## config.mk

```make
export PLATFORM = sky130hd
export DESIGN_NAME = inst_queue_flat
export DESIGN_NICKNAME = d
export VERILOG_FILES = /design/src/rtl/inst_queue_if.sv /design/src/rtl/inst_queue.sv /design/src/flat_wrapper.sv
export SDC_FILE = /design/constraint.sdc
export NUM_CORES = 1
export LEC_CHECK = 0
export CAP_MARGIN = 20
export CELL_PAD_IN_SITES_DETAIL_PLACEMENT = 0
export CELL_PAD_IN_SITES_GLOBAL_PLACEMENT = 2
export CORE_MARGIN = 2
export CORE_UTILIZATION = 47
export CTS_CLUSTER_DIAMETER = 40
export DETAILED_ROUTE_END_ITERATION = 6
export GPL_ROUTABILITY_DRIVEN = 0
export PLACE_DENSITY_LB_ADDON = 0.3
export SYNTH_ARGS = -nofsm -noshare
export SYNTH_HDL_FRONTEND = slang
export SYNTH_SLANG_ARGS = --single-unit
```

## constraint.sdc

```tcl
create_clock -name clock -period 11.6 [get_ports clock]
set_input_delay 1.16 -clock clock [delete_from_list [all_inputs] [get_ports clock]]
set_output_delay 1.16 -clock clock [all_outputs]
set_load 0.02 [all_outputs]
```

## src/rtl/inst_queue_if.sv

```systemverilog
// ============================================================================
// Module   : inst_queue_if
// Brief    : Fetch-side and decode-side handshake bundle for inst_queue.
// Revision : 1.0 - initial release
// ============================================================================
`default_nettype none

interface inst_queue_if #(
    parameter int DEPTH = 8,
    parameter int XLEN  = 32
);
    logic                     flush;
    logic                     if_valid;
    logic [31:0]              if_inst;
    logic [XLEN-1:0]          if_pc;
    logic                     if_ready;
    logic                     dec_ready;
    logic                     out_valid;
    logic [31:0]              out_inst;
    logic [XLEN-1:0]          out_pc;
    logic [$clog2(DEPTH):0]   count;

    modport master (
        output flush, if_valid, if_inst, if_pc, dec_ready,
        input  if_ready, out_valid, out_inst, out_pc, count
    );

    modport slave (
        input  flush, if_valid, if_inst, if_pc, dec_ready,
        output if_ready, out_valid, out_inst, out_pc, count
    );
endinterface

`default_nettype wire

```

## src/rtl/inst_queue.sv

```systemverilog
// ============================================================================
// Module   : inst_queue
// Brief    : Circular instruction buffer between fetch and decode, flushable.
//            Optional zero-latency empty-queue bypass: INST_QUEUE_BYPASS_EN.
// Revision : 1.0 - initial release
// ============================================================================
`default_nettype none

module inst_queue #(
    parameter int DEPTH = 8,
    parameter int XLEN  = 32
) (
    input  wire          clock,
    input  wire          reset,
    inst_queue_if.slave  q
);
    localparam int                 AW      = $clog2(DEPTH);
    localparam logic [31:0]        C_NOP   = 32'h0000_0013;

    logic [31:0]     r_inst_mem [DEPTH];
    logic [XLEN-1:0] r_pc_mem   [DEPTH];
    logic [AW:0]     r_head;
    logic [AW:0]     r_tail;

    logic w_empty;
    logic w_full;
    logic w_bypass;
    logic w_enq;
    logic w_deq;

    assign w_empty = (r_head == r_tail);
    assign w_full  = (r_head[AW-1:0] == r_tail[AW-1:0]) && (r_head[AW] != r_tail[AW]);

`ifdef INST_QUEUE_BYPASS_EN
    assign w_bypass = w_empty && q.if_valid && !q.flush;
`else
    assign w_bypass = 1'b0;
`endif

    assign q.if_ready  = !w_full;
    assign q.out_valid = !q.flush && (!w_empty || w_bypass);
    assign q.count     = r_tail - r_head;

    always_comb begin
        q.out_inst = C_NOP;
        q.out_pc   = '0;
        if (!w_empty) begin
            q.out_inst = r_inst_mem[r_head[AW-1:0]];
            q.out_pc   = r_pc_mem[r_head[AW-1:0]];
        end else if (w_bypass) begin
            q.out_inst = q.if_inst;
            q.out_pc   = q.if_pc;
        end
    end

    // A bypassed instruction taken by the decoder never touches storage.
    assign w_enq = q.if_valid && !w_full && !q.flush && !(w_bypass && q.dec_ready);
    assign w_deq = !w_empty && q.out_valid && q.dec_ready;

    always_ff @(posedge clock or negedge reset) begin
        if (!reset) begin
            r_head <= '0;
            r_tail <= '0;
        end else if (q.flush) begin
            r_head <= '0;
            r_tail <= '0;
        end else begin
            if (w_enq) r_tail <= r_tail + 1'b1;
            if (w_deq) r_head <= r_head + 1'b1;
        end
    end

    always_ff @(posedge clock) begin
        if (w_enq) begin
            r_inst_mem[r_tail[AW-1:0]] <= q.if_inst;
            r_pc_mem[r_tail[AW-1:0]]   <= q.if_pc;
        end
    end
endmodule

`default_nettype wire

```

## src/flat_wrapper.sv

```systemverilog
// flat-port wrapper written by rule: the top's interface ports become plain ports
module inst_queue_flat 
#(
    parameter int DEPTH = 8,
    parameter int XLEN  = 32
)
  (clock, reset, q_flush, q_if_valid, q_if_inst, q_if_pc, q_dec_ready, q_if_ready, q_out_valid, q_out_inst, q_out_pc, q_count);
  inst_queue_if #(.DEPTH(DEPTH), .XLEN(XLEN)) q_i ();
  input  wire clock;
  input  wire reset;
  input wire logic [$bits(q_i.flush)-1:0] q_flush;
  input wire logic [$bits(q_i.if_valid)-1:0] q_if_valid;
  input wire logic [$bits(q_i.if_inst)-1:0] q_if_inst;
  input wire logic [$bits(q_i.if_pc)-1:0] q_if_pc;
  input wire logic [$bits(q_i.dec_ready)-1:0] q_dec_ready;
  output wire logic [$bits(q_i.if_ready)-1:0] q_if_ready;
  output wire logic [$bits(q_i.out_valid)-1:0] q_out_valid;
  output wire logic [$bits(q_i.out_inst)-1:0] q_out_inst;
  output wire logic [$bits(q_i.out_pc)-1:0] q_out_pc;
  output wire logic [$bits(q_i.count)-1:0] q_count;
  assign q_i.flush = q_flush;
  assign q_i.if_valid = q_if_valid;
  assign q_i.if_inst = q_if_inst;
  assign q_i.if_pc = q_if_pc;
  assign q_i.dec_ready = q_dec_ready;
  assign q_if_ready = q_i.if_ready;
  assign q_out_valid = q_i.out_valid;
  assign q_out_inst = q_i.out_inst;
  assign q_out_pc = q_i.out_pc;
  assign q_count = q_i.count;
  inst_queue #(.DEPTH(DEPTH), .XLEN(XLEN)) u_core (.clock(clock), .reset(reset), .q(q_i));
endmodule
```

==> impl_metrics.ini <==
[worst_setup_path]
worstSetupPathDepth = 9
worstPathCellList = buf_4 > inv_1 > ha_1 > nand3_1 > nor2_2 > nor2_4 > buf_4 > a22o_1 > clkdlybuf4s50_1
end_kind = output port
crit_required_ns = 10.44
cpMostUsedCell = buf_4
cp.arrival_ns = 4.55
crit_fanout = 68
start_kind = flop
cp_slowest_stage_delay_ns = 0.74
path_class = reg2out
cp_num_buf_inv = 4
critPathSlowestCell = buf_4
r2r_cells = 8
crit_family = buffers and inverters

[die]
die_h_um = 208.8
core-area_um2 = 41670
ios = 139
rows = 75
design.die.area_um2 = 43580
start_util = 0.4730
die_w_um = 208.8

[global_route]
use_met3 = 0.03922
grt_overflow_total = 0
antenna_found_initial = 1
grt_pass1_vias = 9530
track_usage = 0.1885
grt_max_degree = 69
grt_pass1_wl_um = 59890
met2_usage = 0.3115
top_usage_layer = met2
gr-usage-met1 = 0.2538

[logic_synthesis]
ys_seq_area_frac = 0.7903
synth_top_area_frac = 0.7802
ys_async_sr_fraction = 0.01538
synth.cell_area_um2 = 19710
ys.flop_type = edfxtp_1
postSynthAreaPerCell_um2 = 23.94
synthTopCellsByArea = edfxtp_1 (78%), mux4_2 (15%), a22o_1 (2.7%)
synth-edff-count = 512
synthCells = 823
yosys_warnings = 0
synth_nets = 898
yosysTopAreaCell = edfxtp_1
ys_types = 35
ys_ff_latch = 520

[cells_and_area]
nets = 1080
fillers = 3087
layout_commonest_cell = edfxtp_1
layout-drive-gt1-share = 0.2474
stdcell_area_um2 = 23860
syn2layout_area_growth_pct = 21.09
insertedDiodeCount = 0
layout_common_cells = edfxtp_1 (512), clkdlybuf4s50_1 (138), mux4_2 (128)

[sta]
worst_pin_slew_ns = 1.037
setup_ws_ns = 5.887
min_period_over_period = 0.4925
slew_headroom = 0.3087
setup_violations = 0
period_needed_ns = 5.713
rsz0062_at_grt = no
setup-tns-final_ns = 0
fmax_mhz = 175.0
drv_slew = 0
skew_ns = 0.03269
hold_violations = 0

[detailed_routing]
first_iter_violations = 621
ant_nets = 0
drc_errors = 0
postRouteWirelength_um = 40380
dr.pass1.iters = 5
vias = 8986
viasPerCell = 5.637
drt-wirelength-per-cell_um = 25.33

[clock_network]
htreeDepth = 3
ctsResizeCount = 0
post_cts_buffers = 0
cts_sinks = 520
cts_root_buffer = clkbuf_16
cts_buffers = 66
clockBufferDepth = 3
cts-hold-fix-buffers = 0
clkLatencyLatePin_ns = 0.57
cts_tree = built
clk_pin_slew_worst_paths_ns = 0.04

[power]
swShare = 0.2400
power_density_nw_per_um2 = 204.2
power.leakage_nw = 7.521
comb_power_share = 0.160
sequentialPowerShare = 0.436
max-vdd-ir-drop_v = 0.0001192
p_clk_frac = 0.404
internal_power_mw = 3.703
power_switching_mw = 1.169

[placed_design]
hpwl_um = 21650
place_ws_ns = 6.303
place_area_um2 = 21720
io_buffers = 138

[worst_hold_path]
hold_path.class = reg2reg
min_delay_path_depth = 2

[run]
timing.max_cap.violations = 0

[run_status]
status = finished, final reports clean
==> stage by stage <==
| stage | total power, mW | hold slack [ns] | utilization | instances |
|---|---|---|---|---|
| floorplan | 2.663 | 0.5604 | - | 823 |
| CTS | 4.932 | 0.5860 | 0.5727 | 1594 |
| global route | 5.051 | 0.6340 | 0.5727 | 1594 |
| finish | 4.872 | 0.5856 | 0.5727 | 1594 |
| detailed placement | 2.960 | 0.5801 | 0.5213 | 1476 |
| global placement | 2.958 | 0.5727 | 0.5213 | 1476 |
==> power groups by stage <==
stage	clock (mW)	sequential (mW)	combinational, mW
2_1_floorplan	0	2.14	0.521
3_3_place_gp	0	2.16	0.795
4_1_cts	2.01	2.13	0.798
6_report	1.97	2.13	0.779
5_1_grt	2.09	2.13	0.832
3_5_place_dp	0	2.17	0.795
==> final cells by class <==
class                           instances  area, um^2  area share
Timing Repair Buffer                  159        1539     0.06450
Clock buffer                           84        1803     0.07556
Clock inverter                         34       337.8     0.01416
Inverter                                7       26.28    0.001101
Multi-Input combinational cell        251        3899      0.1634
Sequential cell                       520       15580      0.6530
Tap cell                              539       674.4     0.02826
==> logic make-up after synthesis <==
family | synth area share
flops | 0.7903
mux | 0.1473
compound gates | 0.03244
buf+inv | 0.01410
simple gates | 0.008572
xor+xnor | 0.003048
fa+ha+maj | 0.004191
==> synth_stat cells, types with 5 or more instances <==
cell type  count
dfrtp_1        8
a21oi_1        5
mux4_2       128
ha_1           5
inv_1          7
buf_6          5
nor2_1         6
edfxtp_1     512
buf_4          5
clkbuf_1      13
nand2_1        8
buf_2         21
a22o_1        61
==> final timing paths <==
| path | start | end | slack, ns |
|---|---|---|---|
| worst min-delay path | u_core.r_head[3]$_DFFE_PN0P_ | u_core.r_head[3]$_DFFE_PN0P_ | 0.59 |
| worst min register to register | u_core.r_head[3]$_DFFE_PN0P_ | u_core.r_head[3]$_DFFE_PN0P_ | 0.59 |
| min in group asynchronous | reset | u_core.r_tail[1]$_DFFE_PN0P_ | 0.90 |
| worst max register to register | u_core.r_head[1]$_DFFE_PN0P_ | u_core.r_pc_mem[5][17]$_DFFE_PP_ | 7.08 |
| max in group asynchronous | reset | u_core.r_head[1]$_DFFE_PN0P_ | 10.37 |
| worst max-delay path | u_core.r_head[1]$_DFFE_PN0P_ | q_out_pc[0] | 5.89 |
==> sequential cells by signal, indices dropped and copies added (netlist names) <==
name,flops
u_core.r_head,4
u_core.r_tail,4
u_core.r_pc_mem,256
u_core.r_inst_mem,256
==> routing by layer <==
layer / vias to the layer above / wire [um] / share of wire
li1: 3925 / - / -
met1: 4767 / 17030 / 0.42
met2: 247 / 20550 / 0.51
met3: 45 / 2069 / 0.051
met4: 2 / 711 / 0.018
met5: - / 16 / 0.00040
==> worst register-to-register path, cell delays in order (launching register included) <==
cell and delay, ns:
dfrtp_4 0.38, buf_4 0.74, inv_1 0.13, ha_1 0.34
and3_1 0.20, a21boi_0 0.58, nand2_1 0.23, nor3_2 0.62
buf_4 0.87
Note: power is estimated with default switching activity, not from simulation.
==> RTL change 1: new RTL, same settings <==
Build with the macro `INST_QUEUE_BYPASS_EN` defined.
--- a/src/rtl/inst_queue.sv
+++ b/src/rtl/inst_queue.sv
@@ -5,6 +5,8 @@
 // Revision : 1.0 - initial release
 // ============================================================================
 `default_nettype none
+
+`define INST_QUEUE_BYPASS_EN
 
 module inst_queue #(
     parameter int DEPTH = 8,
Function: changed (a bounded check fails within 4 cycles, from zero or initial values and one cycle with reset low).
==> RTL change 1 against the original RTL <==
  * Routed wire length increased by 13%
  * Area after synthesis rose by 6.0%
  * Largest cell class unchanged
  * Setup slack worse by 1.2 ns
  * Synthesized cell count increased by 51%
  * Sequential cell count did not move
  * Via count rose by 25%
  * Final area rose by 4.8%
  * Die area rose by 5.9%
  * Count of clock-buffer cells in the layout is 6 lower
  * Critical endpoint is now q_out_inst[11]
  * First-iteration DRC count grew 9.5%
  * Maximum frequency is 17% lower
Power is not compared: it rests on default switching activity, and its combinational part moved more than twofold at a synthesized area within 25%.
==> RTL change 1: results (changes against the original RTL) <==
first_global_vias: 11400  # was 9,530
wire_length_on_met3_um: 2120  # was 2070 um
maximum_number_of_pins_on_one_net_before_global_route_repair: 67  # was 69
worst_clock_skew_ns: 0.0115  # was 0.0327 ns
met1Wirelength_um: 20600  # was 17,000 um
synth_cell_type_count: 41  # was 35
antenna_violations_before_repair: 3  # was 1
crit_start: "u_core.r_head[0]$_DFFE_PN0P_"  # was u_core.r_head[1]$_DFFE_PN0P_
drive_gt1_share_pct: 10.1  # was 24.7%
outcome: "completed"  # unchanged
met2_length_um: 22100  # was 20,500 um
total_number_of_h_tree_levels: 3  # unchanged
post_dp_cell_area_mm2: 0.0229  # was 0.0217 mm^2
ff2ff_setup_slack_ns: 7.78  # was 7.08 ns
path_max_fanout: 64  # was 68
place.detailed.instances: 1921  # was 1,476
route.detailed.vias_per_inst: 5.54  # was 5.64
top_post_synthesis_cells_by_count: "edfxtp_1 (512), mux2i_1 (257), a22oi_1 (128)"  # was edfxtp_1 (512), mux4_2 (128), a22o_1 (61)
number_of_filler_cells_placed_in_the_layout: 3410  # was 3,087
avgSynthCellArea_um2: 16.8  # was 23.9 um^2
r2r-end: "u_core.r_pc_mem[4][6]$_DFFE_PP_"  # was u_core.r_pc_mem[5][17]$_DFFE_PP_
layout.nets: 1472  # was 1,080
synth_sequential_area_ratio_pct: 74.6  # was 79.0%
grt_usage_pct: 19.9  # was 18.8%
yosys-top-cells-area: "edfxtp_1 (74%), mux2i_1 (12%), a22oi_1 (4.6%)"  # was edfxtp_1 (78%), mux4_2 (15%), a22o_1 (2.7%)
worstRegToRegCells: 7  # was 8
hpwlAfterDp_um: 22600  # was 21,600 um
cts.repair_timing.setup_buffer_count: 0  # unchanged
slew_of_the_pin_with_the_lowest_slew_margin_ns: 1.11  # was 1.04 ns
fin_area_mm2: 0.0250  # was 0.0239 mm^2
route.detailed.wl_per_inst_um: 22.4  # was 25.3 um
grt_pass1_wl_um: 68900  # was 59,900 um
stdcell_count: 2034  # was 1,594
cts.clk_slew.worst_paths_ns: 0.05
cp_data_arrival_time_ns: 5.72  # was 4.55 ns
[RTL change 1: routing by layer]
layer  vias to the layer above  track usage (%)
met5                         -                0
met2                       233             32.6
met4                         6             5.90
li1                       5235                -
met3                        64             3.86
met1                      5724             27.0
[RTL change 1: area by class of cell]
cell class / instances / share of cell area, %
multi-input cells: 638 / 19.8
flip-flops and latches: 520 / 62.3
clock buffers: 78 / 7.04
repair buffers: 164 / 6.31
well taps: 592 / 2.96
inverters: 7 / 0.105
clock inverters: 35 / 1.52
[RTL change 1: per-stage QoR]
step           worst slack, ns  hold WS [ns]
6_report                  4.72         0.587
3_5_place_dp              5.33         0.574
4_1_cts                   4.64         0.592
5_1_grt                   4.41         0.639
2_1_floorplan             4.90         0.556
3_3_place_gp              5.34         0.575
[RTL change 1: cells by family after synthesis]
logic type	share of synthesized area [%]
flip-flops	74.6
multiplexers	12.3
AO/OA/AOI/OAI	6.70
AND/OR/NAND/NOR	3.47
buffers and inverters	2.21
XOR/XNOR	0.330
adder cells (fa/ha/maj)	0.395
[RTL change 1: power groups by stage]
stage                     Combinational [mW]  Clock, mW  Sequential (mW)
after global routing                    1.71       2.10             2.17
final                                   1.60       1.98             2.17
after detailed placement                1.61          0             2.21
after floorplan                         1.10          0             2.18
after CTS                               1.62       2.01             2.17
after global placement                  1.60          0             2.21
[RTL change 1: how the worst max path moves through the flow]
stage,endpoint,slack (ns),depth (start not counted)
3_5_place_dp,q_out_inst[11],5.33,8
4_1_cts,q_out_inst[11],4.64,8
2_1_floorplan,u_core.r_inst_mem[0][0]$_DFFE_PP_,4.90,5
5_1_grt,q_out_inst[11],4.41,8
6_report,q_out_inst[11],4.72,8
3_3_place_gp,q_out_inst[16],5.34,8
[RTL change 1: worst max-delay path: stages (launching register included)]
cell	delay (ns)
dfrtp_4	0.85
buf_4	0.89
buf_4	0.86
buf_4	0.95
mux2i_1	0.20
a22oi_1	0.26
nand2_1	0.10
o21ai_0	0.23
clkdlybuf4s50_1	0.65
==> RTL change 2: new RTL, config.mk and constraints unchanged <==
Without the edit above. Put a register stage on the output `q.count`. The value now appears one clock later.
--- a/src/rtl/inst_queue.sv
+++ b/src/rtl/inst_queue.sv
@@ -39,7 +39,9 @@
 
     assign q.if_ready  = !w_full;
     assign q.out_valid = !q.flush && (!w_empty || w_bypass);
-    assign q.count     = r_tail - r_head;
+    always_ff @(posedge clock) begin
+        q.count <= r_tail - r_head;
+    end
 
     always_comb begin
         q.out_inst = C_NOP;
Behaviour: not the same (a bounded check fails within 4 cycles, from zero or initial values and one cycle with reset low).
==> RTL change 2 against the original RTL <==
  * Count of clock-buffer cells in the layout decreased by 1
  * Area after synthesis increased by 0.64%
  * Largest cell class unchanged
  * Non-clock buffer count is 2 higher
  * Final area is 1.4% higher
  * Sequential cell count rose by 4
  * Highest routed layer is now met4
  * Setup slack gained 0.40 ns
  * Routed wire length is essentially flat
  * Global-route usage grew 0.14 points
  * Power up 3.1%
  * First-iteration DRC count is the same
  * Maximum frequency is 7.6% higher
==> RTL change 2: results (changes against the original RTL) <==
place.detailed.instances: 1481  # was 1,476
layout.nets: 1090  # was 1,080
synth_cell_type_count: 36  # was 35
wire_length_on_met3_um: 2310  # was 2070 um
timing.max_slew.rel_slack_pct: 31.1  # was 30.9%
slowest_delay_ns: 0.76  # was 0.74 ns
post_dp_cell_area_mm2: 0.0218  # was 0.0217 mm^2
maximum_number_of_pins_on_one_net_before_global_route_repair: 62  # was 69
met1Wirelength_um: 16400  # was 17,000 um
max-vdd-ir-drop_v: 0.000127  # was 0.000119 V
worstRegToRegCells: 7  # was 8
top_post_synthesis_cells_by_count: "edfxtp_1 (512), mux4_2 (128), a22o_1 (61)"  # unchanged
hpwlAfterDp_um: 20200  # was 21,600 um
route.detailed.wl_per_inst_um: 25.0  # was 25.3 um
hold-worst-slack_ns: 0.589  # was 0.586 ns
grt.met1_usage_pct: 24.6  # was 25.4%
met2_usage_pct: 32.1  # was 31.1%
drive_gt1_share_pct: 26.3  # was 24.7%
number_of_filler_cells_placed_in_the_layout: 2993  # was 3,087
cp_data_arrival_time_ns: 4.15  # was 4.55 ns
use_met3_pct: 3.82  # was 3.92%
clk-insertion-delay-late_ns: 0.59  # was 0.57 ns
number_of_maximum_capacitance_constraint_violations: 0  # unchanged
yosys-top-cells-area: "edfxtp_1 (78%), mux4_2 (15%), a22o_1 (2.7%)"  # unchanged
antenna_violations_before_repair: 2  # was 1
outcome: "completed"  # unchanged
routed.top_layer: "met4"  # was met5
synth_sequential_area_ratio_pct: 78.9  # was 79.0%
grt_pass1_wl_um: 61000  # was 59,900 um
first_global_vias: 9817  # was 9,530
ys_async_sr_fraction_pct: 1.53  # was 1.54%
power.static_leakage_nw: 7.67  # was 7.52 nW
numCtsBuffers: 71  # was 66
r2r-end: "u_core.r_pc_mem[4][2]$_DFFE_PP_"  # was u_core.r_pc_mem[5][17]$_DFFE_PP_
dp_worst_setup_slack_ns: 6.73  # was 6.30 ns
route.detailed.vias_per_inst: 5.67  # was 5.64
worst_clock_skew_ns: 0.0258  # was 0.0327 ns
met2_length_um: 20700  # was 20,500 um
via_count: 9133  # was 8,986
grt_usage_pct: 19.0  # was 18.8%
synth_nets: 902  # was 898
ff2ff_setup_slack_ns: 7.99  # was 7.08 ns
path_max_fanout: 44  # was 68
avgSynthCellArea_um2: 24.0  # was 23.9 um^2
==> RTL change 2: cell types whose count changed after synthesis, moves of 2 or more <==
cell,before,now
nand2_1,8,6
buf_2,21,14
dfxtp_1,0,4
nor4b_1,0,2
buf_6,5,11
nor3_1,4,2
==> RTL change 2: worst max path at each step <==
stage,startpoint,endpoint,slack [ns]
floorplan,u_core.r_head[1]$_DFFE_PN0P_,u_core.r_inst_mem[4][0]$_DFFE_PP_,2.53
global placement,u_core.r_head[0]$_DFFE_PN0P_,q_out_inst[28],6.74
detailed placement,u_core.r_head[0]$_DFFE_PN0P_,q_out_inst[12],6.73
CTS,u_core.r_head[0]$_DFFE_PN0P_,q_out_inst[12],6.10
global route,u_core.r_head[0]$_DFFE_PN0P_,q_out_inst[2],5.95
finish,u_core.r_head[0]$_DFFE_PN0P_,q_out_inst[2],6.29
==> RTL change 2: final cells by class <==
class                   count  area (um^2)  share of cell area, %
well taps                 539          674                   2.79
inverters                   7         26.3                  0.109
multi-input cells         250         3900                   16.1
repair buffers            161         1550                   6.42
flip-flops and latches    524        15700                   64.7
clock inverters            46          473                   1.95
diodes                      2         5.00                 0.0207
clock buffers              83         1910                   7.88
==> RTL change 2: report_power, final <==
| part | internal [mW] | switching (mW) | total [mW] |
|---|---|---|---|
| combinational | 0.371 | 0.378 | 0.749 |
| sequential | 2.11 | 0.0242 | 2.14 |
| clock | 1.33 | 0.808 | 2.14 |
==> RTL change 2: logic make-up after synthesis <==
logic type	Yosys count	share of synthesized area, %
xor gates and xnor gates	6	0.303
AOI/OAI and AO/OA	77	3.21
muxes	130	14.6
adders and majority gates	6	0.416
buffers and inverters	53	1.62
DFF	524	78.9
and+or+nand+nor	31	0.877
